`src/rtl/if_prefetch_queue_if.sv`:
```
// rtl/if_prefetch_queue_if.sv - bus bundle between prefetch queue, instruction memory, EXE redirect and IF/ID
//
// Purpose: groups the redirect, IM and pipeline-output handshake signals of the
//          instruction prefetch queue.
// Modports:
//   master - the prefetch queue: drives im_req/im_addr and out_valid/out_instr/out_pc,
//            samples redirect_valid/redirect_pc, im_rdata and out_ready.
//   slave  - the environment (IM, EXE, IF/ID): the mirror image of master.
interface if_prefetch_queue_if #(
  parameter int IM_AW = 14
);
  logic             redirect_valid;
  logic [31:0]      redirect_pc;
  logic             im_req;
  logic [IM_AW-1:0] im_addr;
  logic [31:0]      im_rdata;
  logic             out_valid;
  logic [31:0]      out_instr;
  logic [31:0]      out_pc;
  logic             out_ready;

  modport master (
    input  redirect_valid, redirect_pc, im_rdata, out_ready,
    output im_req, im_addr, out_valid, out_instr, out_pc
  );

  modport slave (
    output redirect_valid, redirect_pc, im_rdata, out_ready,
    input  im_req, im_addr, out_valid, out_instr, out_pc
  );
endinterface

```
`src/rtl/if_prefetch_queue.sv`:
```
// rtl/if_prefetch_queue.sv - instruction prefetch queue between IM and the IF/ID stage
//
// Purpose: owns the fetch PC, issues one word read per cycle to IM under a credit
//          rule, buffers {instr, pc} in a DEPTH-entry FIFO and presents the head
//          with a valid/ready handshake. An EXE redirect flushes everything.
// Ports:
//   clk  - clock, all state on the rising edge
//   rst  - synchronous reset, active low
//   bus  - if_prefetch_queue_if.master: redirect_valid/redirect_pc (EXE),
//          im_req/im_addr/im_rdata (IM, data one cycle after req),
//          out_valid/out_instr/out_pc/out_ready (IF/ID)
// Configuration macro: PREFETCH_BYPASS_EN - when defined, a response arriving at an
//          empty FIFO is shown on out_* the same cycle and skips the FIFO if taken.
module if_prefetch_queue #(
  parameter int          DEPTH    = 4,
  parameter logic [31:0] RESET_PC = 32'h0,
  parameter int          IM_AW    = 14
) (
  input  logic                clk,
  input  logic                rst,
  if_prefetch_queue_if.master bus
);

  localparam int          AW      = $clog2(DEPTH);
  localparam int          CW      = AW + 1;
  localparam logic [CW-1:0] DEPTH_C = CW'(DEPTH);

  logic          run_q;
  logic [31:0]   fetch_pc_q;
  logic [31:0]   req_pc_q;
  logic          inflight_q;
  logic [CW-1:0] count_q;
  logic [AW-1:0] wr_ptr_q;
  logic [AW-1:0] rd_ptr_q;
  logic [31:0]   hold_instr_q;
  logic [31:0]   hold_pc_q;
  logic [31:0]   instr_mem_q [DEPTH];
  logic [31:0]   pc_mem_q    [DEPTH];

  logic          issue;
  logic          resp;
  logic          fifo_empty;
  logic          handshake;
  logic          fifo_push;
  logic          fifo_pop;
  logic          out_valid_c;
  logic [31:0]   out_instr_c;
  logic [31:0]   out_pc_c;
  logic [CW-1:0] occupancy;
  logic          unused_redirect_lsbs;

  assign unused_redirect_lsbs = ^bus.redirect_pc[1:0];

  // Credit rule: entries held plus the one possibly in flight never exceed DEPTH,
  // so a response always has a slot waiting for it.
  assign occupancy  = count_q + CW'(inflight_q);
  assign fifo_empty = (count_q == '0);
  // run_q holds off the first request until the cycle after reset is released.
  assign issue      = run_q && !bus.redirect_valid && (occupancy < DEPTH_C);
  // A response landing in a redirect cycle belongs to the old stream and is dropped.
  assign resp       = inflight_q && !bus.redirect_valid;

  // When empty, out_* show whatever was displayed last cycle (hold registers).
  always_comb begin
    out_valid_c = !fifo_empty;
    out_instr_c = fifo_empty ? hold_instr_q : instr_mem_q[rd_ptr_q];
    out_pc_c    = fifo_empty ? hold_pc_q    : pc_mem_q[rd_ptr_q];
`ifdef PREFETCH_BYPASS_EN
    if (resp && fifo_empty) begin
      out_valid_c = 1'b1;
      out_instr_c = bus.im_rdata;
      out_pc_c    = req_pc_q;
    end
`endif
  end

  assign handshake = out_valid_c && bus.out_ready && !bus.redirect_valid;
  assign fifo_pop  = handshake && !fifo_empty;
`ifdef PREFETCH_BYPASS_EN
  // With an empty FIFO the only thing that can be handshaken is the bypassed response.
  assign fifo_push = resp && !(fifo_empty && handshake);
`else
  assign fifo_push = resp;
`endif

  assign bus.im_req    = issue;
  assign bus.im_addr   = fetch_pc_q[IM_AW+1:2];
  assign bus.out_valid = out_valid_c;
  assign bus.out_instr = out_instr_c;
  assign bus.out_pc    = out_pc_c;

  always_ff @(posedge clk) begin
    if (!rst) begin
      run_q        <= 1'b0;
      fetch_pc_q   <= RESET_PC;
      req_pc_q     <= RESET_PC;
      inflight_q   <= 1'b0;
      count_q      <= '0;
      wr_ptr_q     <= '0;
      rd_ptr_q     <= '0;
      hold_instr_q <= 32'h0;
      hold_pc_q    <= 32'h0;
    end else begin
      run_q        <= 1'b1;
      hold_instr_q <= out_instr_c;
      hold_pc_q    <= out_pc_c;
      inflight_q   <= issue;
      if (issue) begin
        req_pc_q   <= fetch_pc_q;
        fetch_pc_q <= fetch_pc_q + 32'd4;
      end
      if (bus.redirect_valid) begin
        fetch_pc_q <= {bus.redirect_pc[31:2], 2'b00};
        count_q    <= '0;
        wr_ptr_q   <= '0;
        rd_ptr_q   <= '0;
      end else begin
        if (fifo_push && !fifo_pop) begin
          assert (count_q != DEPTH_C);
        end
        if (fifo_push) wr_ptr_q <= wr_ptr_q + AW'(1);
        if (fifo_pop)  rd_ptr_q <= rd_ptr_q + AW'(1);
        count_q <= count_q + CW'(fifo_push) - CW'(fifo_pop);
      end
    end
  end

  // Storage needs no reset: count_q decides which entries are meaningful.
  always_ff @(posedge clk) begin
    if (rst && fifo_push) begin
      instr_mem_q[wr_ptr_q] <= bus.im_rdata;
      pc_mem_q[wr_ptr_q]    <= req_pc_q;
    end
  end

endmodule

```
`src/flat_wrapper.sv`:
```
// flat-port wrapper written by rule: the top's interface ports become plain ports
module if_prefetch_queue_flat 
#(
  parameter int          DEPTH    = 4,
  parameter logic [31:0] RESET_PC = 32'h0,
  parameter int          IM_AW    = 14
)
  (clk, rst, bus_redirect_valid, bus_redirect_pc, bus_im_rdata, bus_out_ready, bus_im_req, bus_im_addr, bus_out_valid, bus_out_instr, bus_out_pc);
  if_prefetch_queue_if #(.IM_AW(IM_AW)) bus_i ();
  input  logic clk;
  input  logic rst;
  input wire logic [$bits(bus_i.redirect_valid)-1:0] bus_redirect_valid;
  input wire logic [$bits(bus_i.redirect_pc)-1:0] bus_redirect_pc;
  input wire logic [$bits(bus_i.im_rdata)-1:0] bus_im_rdata;
  input wire logic [$bits(bus_i.out_ready)-1:0] bus_out_ready;
  output wire logic [$bits(bus_i.im_req)-1:0] bus_im_req;
  output wire logic [$bits(bus_i.im_addr)-1:0] bus_im_addr;
  output wire logic [$bits(bus_i.out_valid)-1:0] bus_out_valid;
  output wire logic [$bits(bus_i.out_instr)-1:0] bus_out_instr;
  output wire logic [$bits(bus_i.out_pc)-1:0] bus_out_pc;
  assign bus_i.redirect_valid = bus_redirect_valid;
  assign bus_i.redirect_pc = bus_redirect_pc;
  assign bus_i.im_rdata = bus_im_rdata;
  assign bus_i.out_ready = bus_out_ready;
  assign bus_im_req = bus_i.im_req;
  assign bus_im_addr = bus_i.im_addr;
  assign bus_out_valid = bus_i.out_valid;
  assign bus_out_instr = bus_i.out_instr;
  assign bus_out_pc = bus_i.out_pc;
  if_prefetch_queue #(.DEPTH(DEPTH), .RESET_PC(RESET_PC), .IM_AW(IM_AW)) u_core (.clk(clk), .rst(rst), .bus(bus_i));
endmodule
```
`config.mk`:
```
export PLATFORM = sky130hd
export DESIGN_NAME = if_prefetch_queue_flat
export DESIGN_NICKNAME = d
export VERILOG_FILES = /design/src/rtl/if_prefetch_queue_if.sv /design/src/rtl/if_prefetch_queue.sv /design/src/flat_wrapper.sv
export SDC_FILE = /design/constraint.sdc
export NUM_CORES = 1
export LEC_CHECK = 0
export CORE_MARGIN = 4
export CORE_UTILIZATION = 57
export CTS_CLUSTER_SIZE = 10
export DETAILED_ROUTE_END_ITERATION = 10
export PLACE_DENSITY = 0.85
export SYNTH_ARGS = -nofsm -noshare
export SYNTH_HDL_FRONTEND = slang
export SYNTH_SLANG_ARGS = --single-unit
```
`constraint.sdc`:
```
create_clock -name clk -period 4 [get_ports clk]
set_input_delay 0.4 -clock clk [delete_from_list [all_inputs] [get_ports clk]]
set_output_delay 0.4 -clock clk [all_outputs]
set_load 0.02 [all_outputs]
```
# ---- Yosys cells after proc, flatten, opt, wreduce, memory -nomap -nowiden
# Memory sizes are Yosys's and may differ from the RTL's. A register that Yosys moved wholly into a read port is not among the register bits.
# Index checks and enable logic that the tools add are counted.
dict set report op_classes {
  n_addsub 6
  multipliers 0
  div_mod_pow 0
  n_lt_le_gt_ge 1
  eq_ne 0
  shifts 0
  mux 11
  bitwise 1
  reduce_logical 12
}
# cell n
set op_table {}
lappend op_table {{$mux 32} 4}
lappend op_table {{$add 32x3->32 const B} 1}
lappend op_table {{$mux 2} 4}
lappend op_table {{$logic_and 1x1->1} 7}
lappend op_table {{$add 3x1->3} 2}
lappend op_table {{$add 2x1->2 const B} 2}
lappend op_table {{$logic_not 3->1} 1}
lappend op_table {{$lt 3x3->1 const B} 1}
lappend op_table {{$mux 1} 3}
lappend op_table {{$sub 3x1->3} 1}
lappend op_table {{$logic_not 1->1} 2}
lappend op_table {{$reduce_bool 2->1} 1}
lappend op_table {{$reduce_or 2->1} 1}
lappend op_table {{$not 1->1} 1}
dict set report word_totals {
  ff_bits 137
  latchBits 0
  mem_bits_rw 256
  rom_bits 0
  inputBits 68
  out_inout_bits 80
  memories 2
}
# memory words width rd rd_ports_with_merged_regs write_ports line_no
set mem_list {}
lappend mem_list {u_core.instr_mem_q 4 32 1 1 1 if_prefetch_queue.sv:37} ;# logic [31:0] instr_mem_q [DEPTH];
lappend mem_list {u_core.pc_mem_q 4 32 1 1 1 if_prefetch_queue.sv:38} ;# logic [31:0] pc_mem_q [DEPTH];

# ---- Depth between registers and ports, before layout
dict set report depth {
  word_depth 7
  depth_mapped 10
  mapped_depth_nobuf 10
}

# ---- Worst setup path after synthesis
# Ideal clock, no wire load.
dict set report synth_timing {
  path_type {input to register}
  start {input bus_redirect_valid}
  end {memory u_core.instr_mem_q[0][0] (enable)}
  setup_ns 0.427
  arrival_time_ns 2.467
  required_time_ns 3.573
  path_slack_ns 1.106
  stages 4
  path_cell_list {clkbuf_1 clkbuf_1 nor2_1 and3_1}
}
dict set report synth_via {
  elab_chain_len 5
}
# element line_no
set synth_lines {}
lappend synth_lines {{from (decl)} flat_wrapper.sv:12} ;# input wire logic [$bits(bus_i.redirect_valid)-1:0] bus_redirect_valid;
lappend synth_lines {{$logic_not 1->1} if_prefetch_queue.sv:61} ;# assign resp = inflight_q && !bus.redirect_valid;
lappend synth_lines {{$logic_and 1x1->1} if_prefetch_queue.sv:61}
lappend synth_lines {{$logic_and 1x1->1} if_prefetch_queue.sv:130} ;# if (rst && fifo_push) begin
lappend synth_lines {{$mux 1} if_prefetch_queue.sv:130}
lappend synth_lines {{$mux 1 (implied by the code)} if_prefetch_queue.sv:131} ;# instr_mem_q[wr_ptr_q] <= bus.im_rdata;
lappend synth_lines {{to (decl)} if_prefetch_queue.sv:37}
# Every way passes these cells.

==> results.py <==
metrics = {
    "run_status": {
        "status": "finished clean",
    },
    "synth": {
        "yosysUniqueCellTypes": 44,
        "synth_flop_cell": "edfxtp_1",
        "ys_ff_latch": 383,
        "syn_area_um2": 14800,
        "synth_seq_area_share": 0.686,
        "syn-instance-count": 956,
        "async_flop_share": 0,
        "synth_edf_count": 248,
        "syn-num-nets": 1032,
        "yosys_warnings": 0,
        "synth.avg_cell_area_um2": 15.5,
    },
    "clock_tree": {
        "cts_resized": 0,
        "htreeDepth": 2,
        "insertion_delay_ns": 0.52,
        "cts_tree": "done",
        "clockBufferDepth": 3,
        "cts_hold_buf": 0,
        "path_clk_slew_ns": 0.05,
        "clock_sinks": 383,
        "numCtsBuffers": 44,
        "cts_root_buffer": "clkbuf_16",
        "postCtsSetupBuffers": 0,
    },
    "timing": {
        "timing_hold_violations_final": 0,
        "fmax_mhz": 295,
        "setup_viol_count_final": 0,
        "final.setup.tns_ns": 0,
        "clock_skew_ns": 0.00954,
        "post-route-period-util": 0.846,
        "layout_min_cycle_time_ns": 3.39,
        "slew_headroom": 0.416,
        "rsz0062_at_grt": "no",
        "maxSlewViolCount": 0,
        "tightest_slew_ns": 0.876,
    },
    "floorplanning": {
        "initial_core_util": 0.583,
        "rows": 58,
        "fp.dieW_um": 169,
        "die_area_um2": 28600,
        "fp.coreArea_um2": 25400,
        "io_pins": 148,
        "die_y_um": 169,
    },
    "detailed_routing": {
        "antenna_left": 0,
        "dr.pass1.iters": 5,
        "drt_wl_total_um": 30900,
        "wl_per_cell_um": 21.2,
        "drcViolationCount": 0,
        "vias": 8412,
        "via_per_inst": 5.77,
        "first_iter_violations": 769,
    },
    "min_path": {
        "hold_path_end": "u_core.fetch_pc_q[9]",
        "hold_class": "in -> reg",
        "holdCritStartpoint": "bus_redirect_pc[9]",
        "hold_depth": 3,
    },
    "placed_design": {
        "port_buffers": 145,
        "gp_congestion": 0.868,
        "dp_hpwl_um": 18500,
    },
    "final_layout": {
        "antenna_cells": 0,
        "nets": 1173,
        "drive_gt1_frac": 0.184,
        "area_delta_synth_final_pct": 20.3,
    },
    "grt": {
        "antenna_found_initial": 0,
        "first_global_vias": 8757,
        "grt_usage": 0.218,
        "grt_pass1_wl_um": 49100,
        "grt_max_degree": 90,
        "gr-total-overflow": 0,
    },
    "run": {
        "maxCapViolCount": 0,
    },
    "setup_path": {
        "critical_path_required_ns": 3.60,
        "end_kind": "primary output",
        "reg2reg_to": "u_core.count_q[2]",
        "reg2regPathDepth": 10,
        "path_class": "reg -> out",
        "critical_path.max_fanout": 17,
        "r2r_start": "u_core.count_q[2]",
        "r2r_slack_ns": 1.73,
        "setup.worst_path.start_class": "register",
        "cp_data_arrival_time_ns": 2.99,
    },
    "power_and_ir_drop": {
        "vdd_drop_max_uv": 298,
        "leakage_nw": 6.08,
        "power_mw": 8.16,
        "p_per_area_nw_per_um2": 458,
    },
}
-- worst max path at each step --
stage	startpoint	endpoint	slack (ns)	depth (start not counted)
after floorplan	bus_redirect_valid	u_core.instr_mem_q[0][0]	1.11	4
after global placement	bus_redirect_valid	bus_im_req	1.13	6
after detailed placement	bus_redirect_valid	bus_im_req	1.13	6
after CTS	register	bus_out_pc[24]	0.56	4
after global routing	register	bus_out_pc[24]	0.46	4
final	register	bus_out_pc[24]	0.61	4
-- placed cells by master (no fill, tap or decap), types with 2 or more instances in the layout --
| cell type | n |
|---|---|
| edfxtp_1 | 248 |
| buf_12 | 5 |
| nand2_1 | 78 |
| mux2_2 | 63 |
| ha_1 | 7 |
| a31oi_1 | 11 |
| dfxtp_1 | 133 |
| nand4_1 | 18 |
| nor3_1 | 5 |
| clkdlybuf4s50_1 | 144 |
| or3_1 | 3 |
| and3_2 | 6 |
| o211a_1 | 2 |
| and2_1 | 73 |
| o31ai_1 | 5 |
| nor4_1 | 2 |
| nor2_1 | 12 |
| buf_4 | 14 |
| and4_1 | 6 |
| or4_1 | 3 |
| clkbuf_1 | 32 |
| clkbuf_16 | 45 |
| mux4_2 | 62 |
| and3_1 | 5 |
| nor2b_1 | 2 |
| mux2i_1 | 3 |
| nand3_1 | 15 |
| o22ai_1 | 4 |
| inv_1 | 11 |
| o21a_1 | 4 |
| a21oi_1 | 46 |
| xor2_1 | 18 |
| o21ai_0 | 22 |
| xnor2_1 | 6 |
-- sequential cells by signal, indices dropped and copies added (netlist names), 3 cells and up, named ones only --
| signal | flops |
|---|---|
| u_core.pc_mem_q | 120 |
| u_core.count_q | 3 |
| u_core.hold_instr_q | 32 |
| u_core.hold_pc_q | 32 |
| u_core.req_pc_q | 30 |
| u_core.instr_mem_q | 128 |
| u_core.fetch_pc_q | 30 |
-- per-layer routing --
metal  global-route usage  share of wire  vias to the layer above
li1                     -              -                     3854
met1                0.309           0.42                     4200
met2                0.360           0.50                      317
met3               0.0377          0.064                       41
met4               0.0490          0.016                        0
met5                    0              0                        -
-- logic make-up after synthesis --
| logic type | Yosys count | share of synthesized area |
|---|---|---|
| compound gates | 97 | 0.0370 |
| xor+xnor | 25 | 0.0153 |
| fa+ha+maj | 8 | 0.00727 |
| buf+inv | 80 | 0.0254 |
| flops | 383 | 0.686 |
| mux | 128 | 0.144 |
| simple gates | 235 | 0.0850 |
-- synthesized netlist by cell type, types with 2 or more instances --
cell      count  area (um^2)
nand4_1      18          113
clkbuf_1     34          128
and4_1        6         52.6
a21oi_1      46          230
nor4_1        2         12.5
o22ai_1       4         25.0
and2_1       73          457
o31ai_1       5         37.5
or3_1         3         18.8
and3_2        2         15.0
mux4_2       62         1400
nand2_1      78          293
o211a_1       2         20.0
a31oi_1      11         68.8
buf_4        16          120
or4_1         3         22.5
nor2b_1       2         12.5
o21a_1        4         30.0
xor2_1       18          158
mux2_2       63          709
ha_1          7         87.6
buf_2        13         65.1
inv_1        11         41.3
nand3_1      15         75.1
dfxtp_1     135         2700
nor3_1        6         30.0
buf_1         6         22.5
edfxtp_1    248         7450
and3_1        9         56.3
xnor2_1       6         52.6
mux2i_1       3         30.0
nor2_1       12         45.0
o21ai_0      22          110
-- where the power goes --
part	internal [mW]	switching [mW]	total, mW
sequential	4.24	0.0572	4.30
clock	2.11	1.41	3.52
combinational	0.166	0.174	0.341
total	6.52	1.64	8.16
-- per-stage QoR --
stage | hold slack (ns) | area (um^2) | util | std cells | worst slack [ns]
after CTS | 0.448 | 17800 | 0.701 | 1459 | 0.557
after detailed placement | 0.461 | 16500 | 0.651 | 1381 | 1.13
after global placement | 0.457 | 16500 | 0.651 | 1381 | 1.13
after floorplan | 0.428 | 14800 | - | 956 | 1.11
final | 0.463 | 17800 | 0.701 | 1459 | 0.614
after global routing | 0.458 | 17800 | 0.701 | 1459 | 0.458
-- layout make-up --
| class | instances | area [um^2] |
|---|---|---|
| Sequential cell | 383 | 10200 |
| Fill cell | 1649 | 7590 |
| Multi-Input combinational cell | 493 | 4290 |
| Timing Repair Buffer | 164 | 1650 |
| Clock buffer | 78 | 1260 |
| Tap cell | 330 | 413 |
| Inverter | 11 | 41.3 |
-- critical path, cell delays in order (launching register included) --
cell	delay (ns)
dfxtp_4	0.59
buf_4	0.42
mux4_2	0.58
mux2_2	0.33
clkdlybuf4s50_1	0.55
(Power assumes the default switching activity.)
